==> config.mk <==
export PLATFORM = sky130hd
export DESIGN_NAME = guess_entry_buffer
export DESIGN_NICKNAME = d
export VERILOG_FILES = /design/src/rtl/guess_entry_buffer_pkg.sv /design/src/rtl/guess_entry_buffer_btn_edge.sv /design/src/rtl/guess_entry_buffer.sv
export SDC_FILE = /design/constraint.sdc
export NUM_CORES = 1
export LEC_CHECK = 0
export ABC_CLOCK_PERIOD_IN_PS = 1900
export BUFFER_PORTS_ARGS = -buffer_cell sky130_fd_sc_hd__buf_2
export CAP_MARGIN = 20
export CORE_MARGIN = 10
export CORE_UTILIZATION = 40
export CTS_CLUSTER_DIAMETER = 50
export CTS_CLUSTER_SIZE = 40
export DETAILED_ROUTE_END_ITERATION = 10
export PLACE_DENSITY = 0.71
export SKIP_LAST_GASP = 1
export SLEW_MARGIN = 20
export SYNTH_ARGS = -nofsm -noshare
export SYNTH_HDL_FRONTEND = slang
export SYNTH_SLANG_ARGS = --single-unit
export TNS_END_PERCENT = 50
==> constraint.sdc <==
create_clock -name clock -period 1.9 [get_ports clock]
set_input_delay 0.095 -clock clock [delete_from_list [all_inputs] [get_ports clock]]
set_output_delay 0.095 -clock clock [all_outputs]
set_load 0.02 [all_outputs]
==> src/rtl/guess_entry_buffer_pkg.sv <==
// rtl/guess_entry_buffer_pkg.sv - shared numberle definitions: blank digit code and entry FSM states
package guess_entry_buffer_pkg;

    localparam logic [3:0] BLANK_DIGIT = 4'hF;

    typedef enum logic [1:0] {
        ENTRY  = 2'd0,
        SUBMIT = 2'd1,
        DONE   = 2'd2
    } state_t;

endpackage

==> src/rtl/guess_entry_buffer_btn_edge.sv <==
// rtl/guess_entry_buffer_btn_edge.sv - registered rising-edge pulse for one button level
module btn_edge (
    input  logic clock,
    input  logic reset,
    input  logic btn,
    output logic pulse
);

    logic prev;

    // History tracks the level even in reset, so a button held through reset is not an edge.
    always_ff @(posedge clock) begin
        prev <= btn;
        if (reset) begin
            pulse <= 1'b0;
        end else begin
            pulse <= btn & ~prev;
        end
    end

endmodule

==> src/rtl/guess_entry_buffer.sv <==
// rtl/guess_entry_buffer.sv - keypad guess capture with cursor, backspace, submit handshake and try lockout
module guess_entry_buffer
    import guess_entry_buffer_pkg::*;
#(
    parameter int NUM_DIGITS = 4,
    parameter int DIGIT_W    = 4,
    parameter int MAX_TRIES  = 6,
    parameter logic [DIGIT_W-1:0] BLANK = DIGIT_W'(BLANK_DIGIT)
) (
    input  logic                               clock,
    input  logic                               reset,
    input  logic [DIGIT_W-1:0]                 DispVal,
    input  logic                               key_valid,
    input  logic                               btnR,
    input  logic                               btnL,
    input  logic                               btnC,
    input  logic                               game_over,
    input  logic                               guess_ready,
    output logic [NUM_DIGITS*DIGIT_W-1:0]      number,
    output logic [$clog2(NUM_DIGITS)-1:0]      digit,
    output logic [$clog2(MAX_TRIES+1)-1:0]     try,
    output logic                               guess_valid,
    output logic                               entry_err,
    output logic                               locked
);

    localparam int DIG_W = $clog2(NUM_DIGITS);
    localparam int TRY_W = $clog2(MAX_TRIES + 1);
    localparam logic [NUM_DIGITS*DIGIT_W-1:0] ALL_BLANK = {NUM_DIGITS{BLANK}};
    localparam logic [DIG_W-1:0] LAST_DIGIT = DIG_W'(NUM_DIGITS - 1);
    localparam logic [TRY_W-1:0] LAST_TRY   = TRY_W'(MAX_TRIES - 1);

    state_t                          state, state_n;
    logic [NUM_DIGITS*DIGIT_W-1:0]   number_n;
    logic [DIG_W-1:0]                digit_n;
    logic [TRY_W-1:0]                try_n;
    logic                            err_n;
    logic                            has_blank;
    logic                            ev_r, ev_l, ev_c;

    btn_edge u_edge_r (.clock(clock), .reset(reset), .btn(btnR), .pulse(ev_r));
    btn_edge u_edge_l (.clock(clock), .reset(reset), .btn(btnL), .pulse(ev_l));
    btn_edge u_edge_c (.clock(clock), .reset(reset), .btn(btnC), .pulse(ev_c));

    always_comb begin
        has_blank = 1'b0;
        for (int i = 0; i < NUM_DIGITS; i++) begin
            if (number[i*DIGIT_W +: DIGIT_W] == BLANK) begin
                has_blank = 1'b1;
            end
        end
    end

    always_ff @(posedge clock) begin
        if (reset) begin
            state       <= ENTRY;
            number      <= ALL_BLANK;
            digit       <= '0;
            try         <= '0;
            guess_valid <= 1'b0;
            entry_err   <= 1'b0;
            locked      <= 1'b0;
        end else begin
            state       <= state_n;
            number      <= number_n;
            digit       <= digit_n;
            try         <= try_n;
            guess_valid <= (state_n == SUBMIT);
            entry_err   <= err_n;
            locked      <= (state_n == DONE);
        end
    end

    always_comb begin
        state_n  = state;
        number_n = number;
        digit_n  = digit;
        try_n    = try;
        err_n    = 1'b0;
        if (game_over) begin
            state_n = DONE;
        end else begin
            case (state)
                ENTRY: begin
                    if (ev_c) begin
                        if (has_blank) begin
                            err_n = 1'b1;
                        end else begin
                            state_n = SUBMIT;
                        end
                    end else if (ev_l) begin
                        number_n[digit*DIGIT_W +: DIGIT_W] = BLANK;
                        digit_n = (digit == '0) ? digit : digit - 1'b1;
                    end else if (ev_r) begin
                        digit_n = (digit == LAST_DIGIT) ? digit : digit + 1'b1;
                    end else if (key_valid && (DispVal <= DIGIT_W'(9) || DispVal == BLANK)) begin
                        number_n[digit*DIGIT_W +: DIGIT_W] = DispVal;
                    end
                end
                SUBMIT: begin
                    if (guess_valid && guess_ready) begin
                        try_n    = try + 1'b1;
                        number_n = ALL_BLANK;
                        digit_n  = '0;
                        state_n  = (try == LAST_TRY) ? DONE : ENTRY;
                    end
                end
                default: state_n = DONE;
            endcase
        end
    end

endmodule
Word level (Yosys, flattened, before mapping)
Index checks and enable logic that the tools add are counted.
{ "totals": {"in_bits": 12, "reg_bits": 32} }
{ "op_classes": {"reduce_logical": 10, "n_shift": 3, "eq_ne": 17, "mux": 26, "order_cmp": 1, "bitwise_logic": 9, "add_sub_neg": 4} }
{ "op_table": {"columns": ["cell", "n"], "rows": [
  ["$mux W16", 5],
  ["$neg A4 Y34", 1],
  ["$shift A4 B34 Y16 const A", 1],
  ["$shiftx A4 B34 Y16", 1],
  ["$shiftx A4 B34 Y16 const A", 1],
  ["$bwmux W16", 2],
  ["$pmux W16 S2", 1],
  ["$mux W2", 11],
  ["$eq A4 B4 Y1 const B", 5],
  ["$ne A3 B2 Y1 const B", 3],
  ["$pmux W2 S2", 2],
  ["$reduce_and A7 Y1", 1],
  ["$not A1 Y1", 6],
  ["$reduce_and A6 Y1", 1],
  ["$mux W1", 5],
  ["$eq A2 B1 Y1 const B", 2],
  ["$eq A2 B2 Y1 const B", 2],
  ["$le A4 B4 Y1 const B", 1],
  ["$logic_not A2 Y1", 2],
  ["$ne A2 B2 Y1 const B", 2],
  ["$reduce_or A4 Y1", 1],
  ["$add A3 B1 Y3 const B", 1],
  ["$and A1 B1 Y1", 3],
  ["$eq A3 B3 Y1 const B", 1],
  ["8 further kinds", 9]
]} }

Logic depth before layout (Yosys ltp)
Gate-level depths: netlist (run 1).
{ "depth": {"depth_word": 10, "depth_mapped": 6, "depth_no_buf": 6} }

Modules after synthesis
A second synthesis (run 1) with hierarchy kept.
{ "hier_totals": {"cells_unflattened": 162, "area_unflattened_um2": 1514.0} }
{ "by_module_without_submodules": {"columns": ["module", "cells_each", "instances", "area_per_inst_um2"], "rows": [
  ["guess_entry_buffer", 153, 1, 1356.3],
  ["btn_edge", 3, 3, 52.6]
]} }

Worst setup path after synthesis (run 1)
Ideal clock, no wire load.
{ "synth_path": {"path_kind": "flip-flop to flip-flop", "startpoint": "register digit[0]", "endpoint": "register digit[1]", "stages_incl_launch_ff": 7, "required_ns": 1.825, "slack_ns": 0.091, "setup_ns": 0.075, "arrival_ns": 1.735, "period_less_slack_ns": 1.809, "path_cell_list": "dfxtp_1 -> inv_1 -> ha_1 -> nand2_1 -> o311ai_1 -> or4_1 -> a31oi_1"} }
{ "synth_via": {"elab_chain_cells": 6, "elab_cells_between_ends": 13, "cone_classes": "2 x add/sub; 3 x eq/ne; 6 x mux; 2 x reduce/logical"} }
{ "synth_lines": {"columns": ["item", "line", "source"], "rows": [
  ["start, declared", "guess_entry_buffer.sv:20", "output logic [$clog2(NUM_DIGITS)-1:0] digit,"],
  ["start signal, assigned", "guess_entry_buffer.sv:66", "digit <= digit_n;"],
  ["$add A2 B1 Y2", "guess_entry_buffer.sv:95", "digit_n = (digit == LAST_DIGIT) ? digit : digit + 1'b1;"],
  ["$mux W2", "guess_entry_buffer.sv:95", null],
  ["$mux W2", "guess_entry_buffer.sv:94", "end else if (ev_r) begin"],
  ["$mux W2", "guess_entry_buffer.sv:91", "end else if (ev_l) begin"],
  ["$mux W2", "guess_entry_buffer.sv:85", "if (ev_c) begin"],
  ["$pmux W2 S2", "guess_entry_buffer.sv:83", "case (state)"]
]} }
Several ways; a longest one is shown, not always the timed one. The select of a mux whose other input is x is not followed.
A chain may end at the register's enable or synchronous reset.

Worst setup path after layout (run 1)
Same ends and word-level chain as after synthesis.

==> results of run 1 <==
area by class of cell:
type	count	area [um2]	share of cell area [%]
clock buffers	5	37.5	2.10
clock inverters	3	42.5	2.38
repair buffers	41	228	12.8
inverters	14	52.6	2.95
well taps	46	57.6	3.23
flip-flops and latches	32	641	35.9
multi-input cells	112	726	40.7
cells by family after synthesis:
logic type	share of synthesized area, %
adders and majority gates	5.26
and+or+nand+nor	22.2
buffers and inverters	4.56
muxes	0.702
xor gates and xnor gates	1.84
AOI/OAI and AO/OA	20.5
DFF	44.9
worst max-delay path: cells and delay by family (launching register included):
| family | cells | cell delay [ns] |
|---|---|---|
| compound gates | 2 | 0.28 |
| fa+ha+maj | 1 | 0.24 |
| buf+inv | 1 | 0.16 |
| flops | 1 | 0.48 |
| simple gates | 2 | 0.57 |
repair_timing:
| item | CTS | global route |
|---|---|---|
| endpoints found under the hold margin | 4 | 0 |
| hold buffers | 3 | 0 |
| endpoints found under the setup margin | 0 | 5 |
| resized for setup | 0 | 1 |
power by group:
group          switching, mW  leakage [nW]  internal [mW]
logic                  0.155         0.465          0.104
registers             0.0283         0.261          0.697
clock network          0.245        0.0412          0.274
synth_stat cells (all sizes together), types with 3 or more instances:
cell	number	area share, %
a2bb2oi	8	4.9
xnor2	3	1.8
a32oi	10	6.1
nor3	7	2.5
nand4	4	1.8
o211ai	4	2.1
nand2	21	5.5
inv	14	3.7
ha	6	5.3
o21ai	7	2.5
dfxtp	32	45
nor3b	3	1.6
a21oi	4	1.4
nand3	5	1.8
nor2b	3	1.3
and3	4	1.8
nor2	9	2.4
state kept, by name (all words and copies together), names as in the netlist:
name,cells
digit,2
entry_err,1
guess_valid,1
locked,1
number,16
state,2
try,3
u_edge_c.prev,1
u_edge_c.pulse,1
u_edge_l.prev,1
u_edge_l.pulse,1
u_edge_r.prev,1
u_edge_r.pulse,1
metal layers:
metal	track usage [%]	part of all wire, %	wire (um)	vias up
met3	4.73	10	379	8
met2	19.5	46	1740	60
met5	0	0	0	-
met1	14.2	42	1570	634
li1	-	-	-	683
met4	5.91	2.4	91	0
metrics by stage:
| stage | hold WS [ns] | util [%] | std cells |
|---|---|---|---|
| final | 0.0408 | 52.6 | 253 |
| after global routing | 0.0525 | 52.6 | 253 |
| after CTS | 0.0337 | 52.5 | 253 |
| after detailed placement | 0.211 | 49.2 | 242 |
| after global placement | 0.210 | 49.2 | 242 |
| after floorplan | 0.123 | - | 161 |
worst max-delay path by stage:
stage	start	to	cells after the start
2_1_floorplan	digit[0]	digit[1]	6
3_3_place_gp	digit[0]	number[14]	5
3_5_place_dp	digit[0]	number[12]	5
4_1_cts	digit[0]	digit[1]	6
5_1_grt	digit[0]	digit[1]	6
6_report	digit[0]	digit[1]	6
==> flow_summary.html, run 1 <==
<table>
<tr><th>Metric</th><th>Value</th></tr>
<tr><th colspan="2">Setup path</th></tr>
<tr><td>Startpoint Class</td><td>flop</td></tr>
<tr><td>Critical Path Fanout Max</td><td>8</td></tr>
<tr><td>CP cell instances</td><td>inv_1 -&gt; ha_1 -&gt; nand2_1 -&gt; o311ai_1 -&gt; or4_1 -&gt; a31oi_1</td></tr>
<tr><td>Worst r2r src</td><td>digit[0]</td></tr>
<tr><td>Cell with the biggest individual delay on the critical path</td><td>or4_1</td></tr>
<tr><td>Largest incremental delay on the critical path</td><td>0.50 ns</td></tr>
<tr><td>Crit. End Element</td><td>flop</td></tr>
<tr><td>Worst path arrival time</td><td>2.07 ns</td></tr>
<tr><td>Required time of the critical path</td><td>2.17 ns</td></tr>
<tr><td>Reg-to-Reg End</td><td>digit[1]</td></tr>
<tr><td>R2R cell count</td><td>6</td></tr>
<tr><td>R2R Setup Slk</td><td>0.10 ns</td></tr>
<tr><td>Category of the most critical setup path</td><td>reg -&gt; reg</td></tr>
<tr><th colspan="2">Min path</th></tr>
<tr><td>Start point of the worst hold path</td><td>DispVal[0]</td></tr>
<tr><td>Endpoint of the worst hold path</td><td>number[8]</td></tr>
<tr><td>Cell count of the worst hold path</td><td>3</td></tr>
<tr><td>HP Class</td><td>in -&gt; reg</td></tr>
<tr><th colspan="2">Synth</th></tr>
<tr><td>Count of unique library cells instantiated by Yosys</td><td>32</td></tr>
<tr><td>Most used DFF post-synth</td><td>dfxtp_1</td></tr>
<tr><td>Seq cells post-synth</td><td>32</td></tr>
<tr><td>Number of enable flip-flop cells after synthesis</td><td>0</td></tr>
<tr><td>Number of nets produced by synthesis</td><td>179</td></tr>
<tr><td>Avg Inst Size Synth</td><td>8.86 um2</td></tr>
<tr><td>Netlist area before placement</td><td>0.00143 mm2</td></tr>
<tr><td>Number of instances in the synthesized netlist</td><td>roughly 160</td></tr>
<tr><td>Proportion of register bits with asynchronous set or reset after synthesis</td><td>0%</td></tr>
<tr><td>Register area share after synthesis</td><td>44.9%</td></tr>
<tr><td>Number of warnings reported in the yosys synthesis log</td><td>0</td></tr>
<tr><th colspan="2">Clock network</th></tr>
<tr><td>H-Tree Depth</td><td>2</td></tr>
<tr><td>Count of clock tree sinks</td><td>32</td></tr>
<tr><td>Later-pin clock latency in the skew report</td><td>around 0.35 ns</td></tr>
<tr><td>Count of buffers added by post-CTS timing repair for setup</td><td>0</td></tr>
<tr><td>Clock tree from TritonCTS</td><td>built</td></tr>
<tr><td>Clock slew at reported path FFs</td><td>approximately 0.10 ns</td></tr>
<tr><td>Number of clock buffers inserted by TritonCTS</td><td>5</td></tr>
<tr><td>Buffer cell driving the clock tree root</td><td>clkbuf_4</td></tr>
<tr><td>Maximum buffer depth of the clock tree</td><td>2</td></tr>
<tr><th colspan="2">Placed design</th></tr>
<tr><td>Pre-CTS worst setup slack</td><td>around 0.12 ns</td></tr>
<tr><td>Final GP Congestion</td><td>0.820</td></tr>
<tr><td>Final HPWL DP</td><td>about 2.8 mm</td></tr>
<tr><td>Port Buffer Count</td><td>35</td></tr>
<tr><td>Standard cell area after detailed placement</td><td>0.00167 mm2</td></tr>
<tr><th colspan="2">Route</th></tr>
<tr><td>Remaining antenna violation count</td><td>0</td></tr>
<tr><td>Via Count</td><td>1385</td></tr>
<tr><td>Average wire per standard cell</td><td>14.9 um</td></tr>
<tr><td>Total wire length</td><td>3.78 mm</td></tr>
<tr><td>Post-route DRC violation count</td><td>0</td></tr>
<tr><td>Initial DRC count</td><td>94</td></tr>
<tr><td>Number of detailed-routing iterations run before antenna repair</td><td>4</td></tr>
<tr><td>Via-to-Cell Ratio</td><td>5.47</td></tr>
<tr><th colspan="2">Finish</th></tr>
<tr><td>Ratio of cells with drive above 1 in the final layout</td><td>between 20 and 25%</td></tr>
<tr><td>Commonest non-fill, non-tap cell in the layout</td><td>buf_2</td></tr>
<tr><td>Post-synthesis to final-layout area growth</td><td>25.1%</td></tr>
<tr><td>Top library cells by usage in the layout, fill and taps aside</td><td>35 x buf_2, 32 x dfxtp_1, 21 x nand2_1, 14 x inv_1, 10 x a32oi_1</td></tr>
<tr><td>Net count of the finished layout</td><td>224</td></tr>
<tr><td>Number of filler cells placed in the layout</td><td>between 300 and 400</td></tr>
<tr><td>Post-layout instance area</td><td>0.00178 mm2</td></tr>
<tr><td>Ant diodes</td><td>0</td></tr>
<tr><th colspan="2">Global route</th></tr>
<tr><td>Via count of the first global-routing pass</td><td>1349</td></tr>
<tr><td>Global-route wire length before repair</td><td>6.29 mm</td></tr>
<tr><td>Total global routing overflow</td><td>0</td></tr>
<tr><td>All-Layer GR Usage</td><td>12.3%</td></tr>
<tr><td>Antenna violations before repair</td><td>0</td></tr>
<tr><td>Pin count of the biggest net entering global routing</td><td>15</td></tr>
<tr><th colspan="2">Die</th></tr>
<tr><td>Total Die Area</td><td>between 0.006 and 0.007 mm2</td></tr>
<tr><td>Starting utilization of the core area</td><td>42.1%</td></tr>
<tr><td>Overall die width</td><td>79.7 um</td></tr>
<tr><td>Row count</td><td>21</td></tr>
<tr><td>Count of pins on the block boundary</td><td>36</td></tr>
<tr><td>Placeable core area</td><td>0.00339 mm2</td></tr>
<tr><td>Die outline height</td><td>79.7 um</td></tr>
<tr><th colspan="2">STA</th></tr>
<tr><td>F_max</td><td>0.556 GHz</td></tr>
<tr><td>Remaining max-slew budget at the tightest pin</td><td>67.4%</td></tr>
<tr><td>Final-report setup violation count</td><td>0</td></tr>
<tr><td>Worst Clk Skew</td><td>0.0126 ns</td></tr>
<tr><td>Fin. Hold Viols</td><td>0</td></tr>
<tr><td>Unrepaired setup endpoints after global routing</td><td>true</td></tr>
<tr><td>Share of the clock period used by the worst path</td><td>94.7%</td></tr>
<tr><td>Pins Over Slew Limit</td><td>0</td></tr>
<tr><td>Setup slack of the critical path after layout</td><td>0.101 ns</td></tr>
<tr><td>Worst-margin pin slew</td><td>between 0.4 and 0.5 ns</td></tr>
<tr><td>Minimum clock period</td><td>1.80 ns</td></tr>
<tr><td>Accumulated negative setup slack</td><td>0 ns</td></tr>
<tr><th colspan="2">Power and ir drop</th></tr>
<tr><td>Cell Pwr Density</td><td>842 mW/mm2</td></tr>
<tr><td>Total power draw</td><td>between 1.5 and 2 mW</td></tr>
<tr><td>Leakage power</td><td>between 0.7 and 0.8 nW</td></tr>
<tr><td>Largest vdd supply drop</td><td>0.547 mV</td></tr>
<tr><th colspan="2">Run</th></tr>
<tr><td>Max-cap violations</td><td>0</td></tr>
<tr><th colspan="2">Outcome</th></tr>
<tr><td>Status</td><td>completed</td></tr>
</table>
Power figures use the tool's default switching activity.
==> run 2, diff against run 1 <==
- CORE_MARGIN: 10 -> unset
==> flow_summary.html, run 2 (synthesis results as in run 1) <==
<table>
<tr><th>Metric</th><th>Value</th></tr>
<tr><th colspan="2">Setup path</th></tr>
<tr><td>Start point of the critical path</td><td>digit[0] (unchanged)</td></tr>
<tr><td>Critical Path Fanout Max</td><td>8 (unchanged)</td></tr>
<tr><td>Worst r2r src</td><td>digit[0] (unchanged)</td></tr>
<tr><td>CP cell instances</td><td>inv_1 -&gt; ha_1 -&gt; nand2_1 -&gt; o311ai_1 -&gt; or4_1 -&gt; a31oi_1 (unchanged)</td></tr>
<tr><td>Category of the most critical setup path</td><td>reg -&gt; reg (unchanged)</td></tr>
<tr><td>Startpoint Class</td><td>flop (unchanged)</td></tr>
<tr><td>Crit. End Element</td><td>flop (unchanged)</td></tr>
<tr><td>Crit path buffers/inverters</td><td>1 (unchanged)</td></tr>
<tr><td>Required time of the critical path</td><td>2.17 ns (about the same)</td></tr>
<tr><td>Largest incremental delay on the critical path</td><td>0.49 ns (was 0.50 ns)</td></tr>
<tr><td>Cell with the biggest individual delay on the critical path</td><td>dfxtp_1 (was or4_1)</td></tr>
<tr><td>Category of cells accounting for the largest share of critical-path delay</td><td>simple AND/OR/NAND/NOR gates (unchanged)</td></tr>
<tr><td>Worst path arrival time</td><td>2.05 ns (was 2.07 ns)</td></tr>
<tr><th colspan="2">Finish</th></tr>
<tr><td>Top library cells by usage in the layout, fill and taps aside</td><td>35 x buf_2, 32 x dfxtp_1, 21 x nand2_1, 14 x inv_1, 10 x a32oi_1 (unchanged)</td></tr>
<tr><td>Commonest non-fill, non-tap cell in the layout</td><td>buf_2 (unchanged)</td></tr>
<tr><td>Net count of the finished layout</td><td>223 (was 224)</td></tr>
<tr><td>Register with the highest flop count</td><td>number (unchanged)</td></tr>
<tr><td>Post-synthesis to final-layout area growth</td><td>23.2% (was 25.1%)</td></tr>
<tr><td>Post-layout instance area</td><td>0.00176 mm2 (was 0.00178 mm2)</td></tr>
<tr><td>Flip-flop count of the largest register, all copies and words added</td><td>16 (unchanged)</td></tr>
<tr><td>Ratio of cells with drive above 1 in the final layout</td><td>22.3% (was 22.7%)</td></tr>
<tr><td>Largest registers ranked by flip-flop count</td><td>number: 16 flops, try: 3 flops (unchanged)</td></tr>
<tr><td>Ant diodes</td><td>0 (unchanged)</td></tr>
<tr><th colspan="2">STA</th></tr>
<tr><td>Minimum clock period</td><td>1.78 ns (was 1.80 ns)</td></tr>
<tr><td>Worst Clk Skew</td><td>0.00761 ns (was 0.0126 ns)</td></tr>
<tr><td>Final-report setup violation count</td><td>0 (unchanged)</td></tr>
<tr><td>Unrepaired setup endpoints after global routing</td><td>true (unchanged)</td></tr>
<tr><td>Accumulated negative setup slack</td><td>0 ns (unchanged)</td></tr>
<tr><td>Worst-margin pin slew</td><td>0.502 ns (was 0.485 ns)</td></tr>
<tr><td>Pins Over Slew Limit</td><td>0 (unchanged)</td></tr>
<tr><td>F_max</td><td>0.562 GHz (was 0.556 GHz)</td></tr>
<tr><td>Fin. Hold Viols</td><td>0 (unchanged)</td></tr>
<tr><td>Share of the clock period used by the worst path</td><td>93.7% (was 94.7%)</td></tr>
<tr><td>Remaining max-slew budget at the tightest pin</td><td>66.2% (was 67.4%)</td></tr>
<tr><th colspan="2">Outcome</th></tr>
<tr><td>Status</td><td>completed (unchanged)</td></tr>
<tr><th colspan="2">Clock network</th></tr>
<tr><td>H-Tree Depth</td><td>2 (unchanged)</td></tr>
<tr><td>Number of clock buffers inserted by TritonCTS</td><td>5 (unchanged)</td></tr>
<tr><td>Clock tree from TritonCTS</td><td>built (unchanged)</td></tr>
<tr><td>Maximum buffer depth of the clock tree</td><td>2 (unchanged)</td></tr>
<tr><td>Later-pin clock latency in the skew report</td><td>0.33 ns (was 0.35 ns)</td></tr>
<tr><td>Clock slew at reported path FFs</td><td>0.10 ns (about the same)</td></tr>
<tr><td>Buffer cell driving the clock tree root</td><td>clkbuf_4 (unchanged)</td></tr>
<tr><td>Count of clock tree sinks</td><td>32 (unchanged)</td></tr>
<tr><td>Count of buffers added by post-CTS timing repair for setup</td><td>0 (unchanged)</td></tr>
<tr><th colspan="2">Run</th></tr>
<tr><td>Max-cap violations</td><td>0 (unchanged)</td></tr>
<tr><th colspan="2">Min path</th></tr>
<tr><td>HP Class</td><td>in -&gt; reg (unchanged)</td></tr>
<tr><td>Start point of the worst hold path</td><td>DispVal[0] (unchanged)</td></tr>
<tr><th colspan="2">Route</th></tr>
<tr><td>Average wire per standard cell</td><td>13.5 um (was 14.9 um)</td></tr>
<tr><td>Total wire length</td><td>3.40 mm (was 3.78 mm)</td></tr>
<tr><td>Number of detailed-routing iterations run before antenna repair</td><td>4 (unchanged)</td></tr>
<tr><td>Highest routed metal layer</td><td>met4 (unchanged)</td></tr>
<tr><td>Via Count</td><td>1367 (was 1385)</td></tr>
<tr><td>Met3 routed wirelength</td><td>170 um (was 379 um)</td></tr>
<tr><td>Remaining antenna violation count</td><td>0 (unchanged)</td></tr>
<tr><td>Via-to-Cell Ratio</td><td>5.42 (was 5.47)</td></tr>
<tr><td>Routed length on met2</td><td>1.60 mm (was 1.74 mm)</td></tr>
<tr><td>Initial DRC count</td><td>91 (was 94)</td></tr>
<tr><td>Post-route DRC violation count</td><td>0 (unchanged)</td></tr>
<tr><td>Met1 routed wirelength after detailed routing</td><td>1.54 mm (was 1.57 mm)</td></tr>
<tr><th colspan="2">Power and ir drop</th></tr>
<tr><td>Cell Pwr Density</td><td>785 mW/mm2 (was 842 mW/mm2)</td></tr>
<tr><td>Largest vdd supply drop</td><td>0.488 mV (was 0.547 mV)</td></tr>
<tr><td>Total power draw</td><td>1.38 mW (was 1.50 mW)</td></tr>
<tr><td>Leakage power</td><td>0.758 nW (was 0.768 nW)</td></tr>
<tr><th colspan="2">Placed design</th></tr>
<tr><td>Final HPWL DP</td><td>2.51 mm (was 2.82 mm)</td></tr>
<tr><td>Standard cell area after detailed placement</td><td>0.00166 mm2 (was 0.00167 mm2)</td></tr>
<tr><td>Final GP Congestion</td><td>0.829 (was 0.820)</td></tr>
<tr><td>Port Buffer Count</td><td>35 (unchanged)</td></tr>
<tr><th colspan="2">Die</th></tr>
<tr><td>Total Die Area</td><td>0.00381 mm2 (was 0.00635 mm2)</td></tr>
<tr><td>Row count</td><td>21 (unchanged)</td></tr>
<tr><td>Starting utilization of the core area</td><td>42.4% (was 42.1%)</td></tr>
<tr><td>Overall die width</td><td>61.7 um (was 79.7 um)</td></tr>
<tr><td>Count of pins on the block boundary</td><td>36 (unchanged)</td></tr>
<tr><td>Placeable core area</td><td>0.00336 mm2 (was 0.00339 mm2)</td></tr>
<tr><td>Die outline height</td><td>61.7 um (was 79.7 um)</td></tr>
<tr><th colspan="2">Global route</th></tr>
<tr><td>Global-route wire length before repair</td><td>5.65 mm (was 6.29 mm)</td></tr>
<tr><td>All-Layer GR Usage</td><td>20.4% (was 12.3%)</td></tr>
<tr><td>Via count of the first global-routing pass</td><td>1298 (was 1349)</td></tr>
<tr><td>Pin count of the biggest net entering global routing</td><td>15 (unchanged)</td></tr>
<tr><td>Antenna violations before repair</td><td>0 (unchanged)</td></tr>
<tr><td>Total global routing overflow</td><td>0 (unchanged)</td></tr>
</table>
[run 2: cell types whose count changed in the layout (fill, tap and decap cells not counted)]
cell | previous run | this run
bufinv_16 | 1 | 0
clkbuf_8 | 0 | 1
clkinvlp_4 | 1 | 0
buf_4 | 3 | 2
clkinv_2 | 1 | 2
[run 2: where the power goes]
group	internal (mW)	total, mW	switching, mW	leakage, nW
Sequential	0.697	0.725	0.0281	0.261
Combinational	0.0999	0.249	0.149	0.459
Clock	0.176	0.406	0.230	0.0380
Total	0.973	1.38	0.407	0.758
[run 2: through the flow]
| step | hold slack, ns | instances | util, % | worst slack (ns) |
|---|---|---|---|---|
| after global routing | 0.0387 | 252 | 52.3 | -0.0144 |
| after detailed placement | 0.212 | 241 | 49.4 | 0.149 |
| final | 0.0535 | 252 | 52.3 | 0.120 |
| after floorplan | 0.123 | 161 | - | 0.0908 |
| after CTS | 0.0478 | 252 | 52.1 | 0.138 |
| after global placement | 0.211 | 241 | 49.4 | 0.228 |
[run 2: final cells by class]
cell class | instances | area [um2]
Fill cell | 360 | 1610
Multi-Input combinational cell | 112 | 726
Sequential cell | 32 | 641
Timing Repair Buffer | 40 | 220
Tap cell | 46 | 57.6
Inverter | 14 | 52.6
Clock buffer | 6 | 51.3
Clock inverter | 2 | 10.0
[run 2: repair_timing]
| item | in CTS | in global routing |
|---|---|---|
| gates resized for setup | 0 | 1 |
| hold buffers | 3 | 0 |
| hold endpoints to repair | 3 | 0 |
| setup endpoints to repair | 0 | 4 |
[run 2: worst paths after layout]
kind,to,slack (ns),cells after the start
worst max-delay path,digit[1],0.12,6
worst min-delay path,number[0],0.05,3
worst max register to register,digit[1],0.12,6
worst min register to register,u_edge_c.pulse,0.39,1
[run 2: routing by layer]
layer,vias to the layer above,GRT usage [%]
li1,677,-
met1,638,24.9
met2,43,34.1
met3,9,4.97
met4,0,8.89
met5,-,0
[run 2: worst register-to-register path: stages (launching register included)]
cell	delay (ns)
dfxtp_1	0.49
inv_1	0.10
ha_1	0.28
nand2_1	0.10
o311ai_1	0.13
or4_1	0.49
a31oi_1	0.13
